[src/rtl/team_06_pwm_audio_out.sv]
// rtl/team_06_pwm_audio_out.sv - sample FIFO feeding an 8-bit PWM audio output stage
//
// Purpose: buffers processed 8-bit samples and emits one PWM period per sample
// (256 count ticks, each tick CLK_DIV clocks long). The next sample is taken from the
// FIFO at every period boundary; an empty FIFO at a boundary raises a sticky underrun.
//
// Ports:
//   clk           system clock, rising edge
//   rst           asynchronous active-low reset
//   sample_in     unsigned sample from the effect stage
//   sample_valid  sample_in valid this cycle
//   sample_ready  FIFO not full; a push happens on sample_valid & sample_ready
//   enable        1 = PWM running, 0 = output parked low (FIFO still fills)
//   underrun_clr  clears the sticky underrun flag
//   pwm_out       registered PWM bit to the pad
//   sample_req    one-cycle pulse at each period boundary
//   underrun      sticky: a boundary found the FIFO empty
//   fifo_count    current FIFO occupancy

module team_06_pwm_audio_out #(
    parameter int CLK_DIV    = 1,
    parameter int FIFO_DEPTH = 4
) (
    input  logic       clk,
    input  logic       rst,
    input  logic [7:0] sample_in,
    input  logic       sample_valid,
    output logic       sample_ready,
    input  logic       enable,
    input  logic       underrun_clr,
    output logic       pwm_out,
    output logic       sample_req,
    output logic       underrun,
    output logic [2:0] fifo_count
);

    localparam int             AW        = (FIFO_DEPTH > 1) ? $clog2(FIFO_DEPTH) : 1;
    localparam int             PW        = (CLK_DIV > 1) ? $clog2(CLK_DIV) : 1;
    localparam logic [PW-1:0]  PRESC_MAX = PW'(CLK_DIV - 1);
    localparam logic [2:0]     DEPTH     = 3'(FIFO_DEPTH);

    logic [7:0]    mem [FIFO_DEPTH];
    logic [AW-1:0] wr_ptr;
    logic [AW-1:0] rd_ptr;
    logic [2:0]    count;
    logic [PW-1:0] presc;
    logic [7:0]    cnt;
    logic [7:0]    duty;

    logic push;
    logic pop;
    logic tick;
    logic boundary;
    logic fifo_empty;

    assign sample_ready = (count != DEPTH);
    assign fifo_count   = count;
    assign fifo_empty   = (count == 3'd0);

    assign push     = sample_valid & sample_ready;
    assign tick     = enable & (presc == PRESC_MAX);
    // cnt parks at 255 while disabled, so the first tick after enable is a boundary.
    assign boundary = tick & (cnt == 8'hFF);
    assign pop      = boundary & ~fifo_empty;

    // Sample storage needs no reset: occupancy and pointers decide what is valid.
    always_ff @(posedge clk) begin
        if (push) begin
            mem[wr_ptr] <= sample_in;
        end
    end

    always_ff @(posedge clk or negedge rst) begin
        if (!rst) begin
            wr_ptr <= '0;
            rd_ptr <= '0;
            count  <= 3'd0;
        end else begin
            if (push) begin
                wr_ptr <= wr_ptr + 1'b1;
            end
            if (pop) begin
                rd_ptr <= rd_ptr + 1'b1;
            end
            case ({push, pop})
                2'b10:   count <= count + 3'd1;
                2'b01:   count <= count - 3'd1;
                default: count <= count;
            endcase
        end
    end

    always_ff @(posedge clk or negedge rst) begin
        if (!rst) begin
            presc      <= '0;
            cnt        <= 8'hFF;
            duty       <= 8'h00;
            pwm_out    <= 1'b0;
            sample_req <= 1'b0;
            underrun   <= 1'b0;
        end else begin
            if (!enable) begin
                presc <= '0;
                cnt   <= 8'hFF;
            end else if (tick) begin
                presc <= '0;
                cnt   <= cnt + 8'd1;
            end else begin
                presc <= presc + 1'b1;
            end

            if (pop) begin
                duty <= mem[rd_ptr];
            end

            sample_req <= boundary;

            // A fresh underrun event outranks a clear in the same cycle.
            if (boundary && fifo_empty) begin
                underrun <= 1'b1;
            end else if (underrun_clr) begin
                underrun <= 1'b0;
            end

            pwm_out <= enable & (cnt < duty);
        end
    end

endmodule
[config.mk]
export PLATFORM = sky130hd
export DESIGN_NAME = team_06_pwm_audio_out
export DESIGN_NICKNAME = d
export VERILOG_FILES = /design/src/rtl/team_06_pwm_audio_out.sv
export SDC_FILE = /design/constraint.sdc
export NUM_CORES = 1
export LEC_CHECK = 0
export CAP_MARGIN = 20
export CORE_MARGIN = 3
export CORE_UTILIZATION = 53
export DETAILED_ROUTE_END_ITERATION = 8
export PLACE_DENSITY = 0.76
export REMOVE_ABC_BUFFERS = 1
export SLEW_MARGIN = 25
export SYNTH_ARGS = -nofsm -noshare
export SYNTH_HDL_FRONTEND = slang
export SYNTH_SLANG_ARGS = --single-unit
[constraint.sdc]
create_clock -name clk -period 2.83 [get_ports clk]
set_clock_uncertainty 0.15 [all_clocks]
set_input_delay 0.283 -clock clk [delete_from_list [all_inputs] [get_ports clk]]
set_output_delay 0.283 -clock clk [all_outputs]
set_load 0.03 [all_outputs]
==> impl_metrics.toml <==
[routing]
drtIter0Drc = 105
wl_per_cell_um = 16.28
drc = 0
routed_wirelength_um = 4314
drt-vias-per-instance = 5.377
num_vias = 1425
final_antenna_net_count = 0
first_pass_iters = 4

[placement]
place_congestion = 0.6963
hpwl_um = 3048
dp.cells = 249
dp_slack_ns = 0.2422
io_buffers = 19

[floorplan]
rows = 24
initial_core_util = 0.5713
die_h_um = 76.14
io_pins = 20
die_area_um2 = 5797
die_x_um = 76.14
core_area_um2 = 4564

[setup_path]
path_depth = 10
max_stage_delay_ns = 0.57
rrSetupSlack_ns = 0.23
critPathRequiredTime_ns = 2.93
cp_top_family = "adder cells"
r2r_cells = 10
endpoint_kind = "register"
cp_max_fo = 6
critPathSlowestCell = "dfstp_2"
cp-start-kind = "register"
cp_cell_sequence = "ha_1 > and4b_1 > nand4_4 > inv_1 > ha_1 > inv_1 > fa_1 > xor2_1 > nor2_1 > xor2_1"
cp.arrival_ns = 2.70
path_buf_inv = 2
crit_type = "register to register"

[global_route]
grt_pass1_vias = 1587
grt_usage = 0.1731
grt_max_degree = 28
grt_overflow = 0
antenna_found_initial = 0
grt_pass1_wl_um = 7576

[synth]
ys_ff_latch = 59
syn_area_per_cell_um2 = 15.61
synthArstFlopShare = 0.4576
synthTopCellsByArea = "edfxtp_1, dfrtp_1, dfstp_2"
yosysUniqueCellTypes = 44
yosysTopAreaCell = "edfxtp_1"
synth_edf_count = 32
synthDominantCellAreaShare = 0.3685
netlist_area_um2 = 2608
synth_ff_type = "edfxtp_1"
synth_warnings = 0
seq_area_frac_synth = 0.6315
synth_cells = 167

[worst_hold_path]
hold_path.class = "primary input to asynchronous set/reset pin"

[sta]
hold_violations = 0
tns_ns = 0
fmax_mhz = 384.3
slew_headroom = 0.5913
holdWs_ns = 0.1778
tightestPinTransition_ns = 0.6131
min_period_over_period = 0.9195
rsz0062_at_grt = "no"
fin_ws_ns = 0.2279
finalCriticalPeriod_ns = 2.602
setup-violations-final = 0
drv_slew = 0

[finish]
layout_commonest_cell = "edfxtp_1"
nFillCells = 339
drive_above_1_share = 0.2400
antenna_cells = 0
final_cell_mix = "edfxtp_1, dfrtp_1, clkdlybuf4s50_1"
fin_util = 0.6639
finalNonFillerCells = 265
fin_nets = 222
area_growth_syn_to_layout_pct = 16.22

[power]
power_frac_comb = 0.301
p_int_uw = 1919
leakage_uw = 0.001194
seq_power_share = 0.477
p_clk_frac = 0.222
switching_share = 0.3250
p_sw_uw = 923.9
p_per_area_nw_per_um2 = 938.2
irDropWorstVdd_uv = 611.0

[clock_network]
cts-htree-levels = 3
clk_pin_slew_ns = 0.06
insertion_delay_ns = 0.33
cts-resized-gates = 0
cts_buffers = 9
cts.sinks = 59
cts_tree = "done"
postCtsSetupBuffers = 0
cts_hold_buf = 0
clk_root_buffer_cell = "clkbuf_8"
cts_max_path_buffers = 2

[job]
maxCapViolCount = 0

[run_status]
outcome = "complete, no violations"
## power groups by stage
stage / clock network, µW / logic (µW) / registers, µW
after floorplan: 0 / 566 / 1370
after global placement: 0 / 815 / 1350
after CTS: 651 / 872 / 1360
final: 631 / 856 / 1360
after detailed placement: 0 / 868 / 1380
after global routing: 686 / 959 / 1390
## layout make-up
class                           count  area (µm²)  area share
Sequential cell                    59        1647      0.5434
Multi-Input combinational cell     87       868.3      0.2865
Timing Repair Buffer               22       212.7     0.07019
Clock buffer                       11       131.4     0.04335
Tap cell                           65       81.33     0.02684
Inverter                           16       60.06     0.01982
Clock inverter                      5       30.03    0.009909
## final timing paths
check	start	endpoint
max in group asynchronous	rst	cnt[3]
min	rst	sample_req
max reg2reg	cnt[0]	fifo_count[2]
max	cnt[0]	fifo_count[2]
min in group clk	duty[7]	duty[7]
min reg2reg	duty[7]	duty[7]
## worst register-to-register path: stages (launching register included)
cell	delay, ns
dfstp_2	0.57
ha_1	0.18
and4b_1	0.36
nand4_4	0.13
inv_1	0.07
ha_1	0.17
inv_1	0.06
fa_1	0.37
xor2_1	0.16
nor2_1	0.12
xor2_1	0.18
## cell usage after synthesis (all sizes together), types with 3 or more instances
| master | instances |
|---|---|
| buf | 5 |
| o21ai | 4 |
| nand2 | 7 |
| ha | 13 |
| xnor2 | 6 |
| inv | 16 |
| dfrtp | 19 |
| xor2 | 4 |
| mux4 | 8 |
| edfxtp | 32 |
| dfstp | 8 |
| nand3b | 3 |
| mux2 | 9 |
| and3 | 4 |
## flip-flops by register name, indices dropped and copies added, names as in the netlist
name and cells:
mem 32, duty 8, wr_ptr 2, rd_ptr 2
underrun 1, cnt 8, presc 1, pwm_out 1
fifo_count 3, sample_req 1
## metrics by stage
step / instance area [µm²] / total power [µW]
after floorplan: 2575 / 1931
final: 3030 / 2843
after detailed placement: 2869 / 2244
after CTS: 3030 / 2882
after global routing: 3030 / 3040
after global placement: 2869 / 2165
## layer usage
layer,track usage,up-vias,routed length [µm],part of all wire
met5,0,-,0,0
met4,0.1105,0,126,0.029
met3,0.04137,12,141,0.033
met2,0.2757,33,2161,0.50
met1,0.2127,711,1884,0.44
li1,-,669,-,-
## kinds of logic after synthesis
group | after synthesis | synth area share
compound gates | 12 | 0.03168
xor+xnor | 10 | 0.03359
fa+ha+maj | 14 | 0.07006
buf+inv | 21 | 0.03551
flops | 59 | 0.6315
mux | 18 | 0.1118
other cells | 1 | 0.001438
simple gates | 32 | 0.08446
Note: power is estimated with default switching activity, not from simulation.
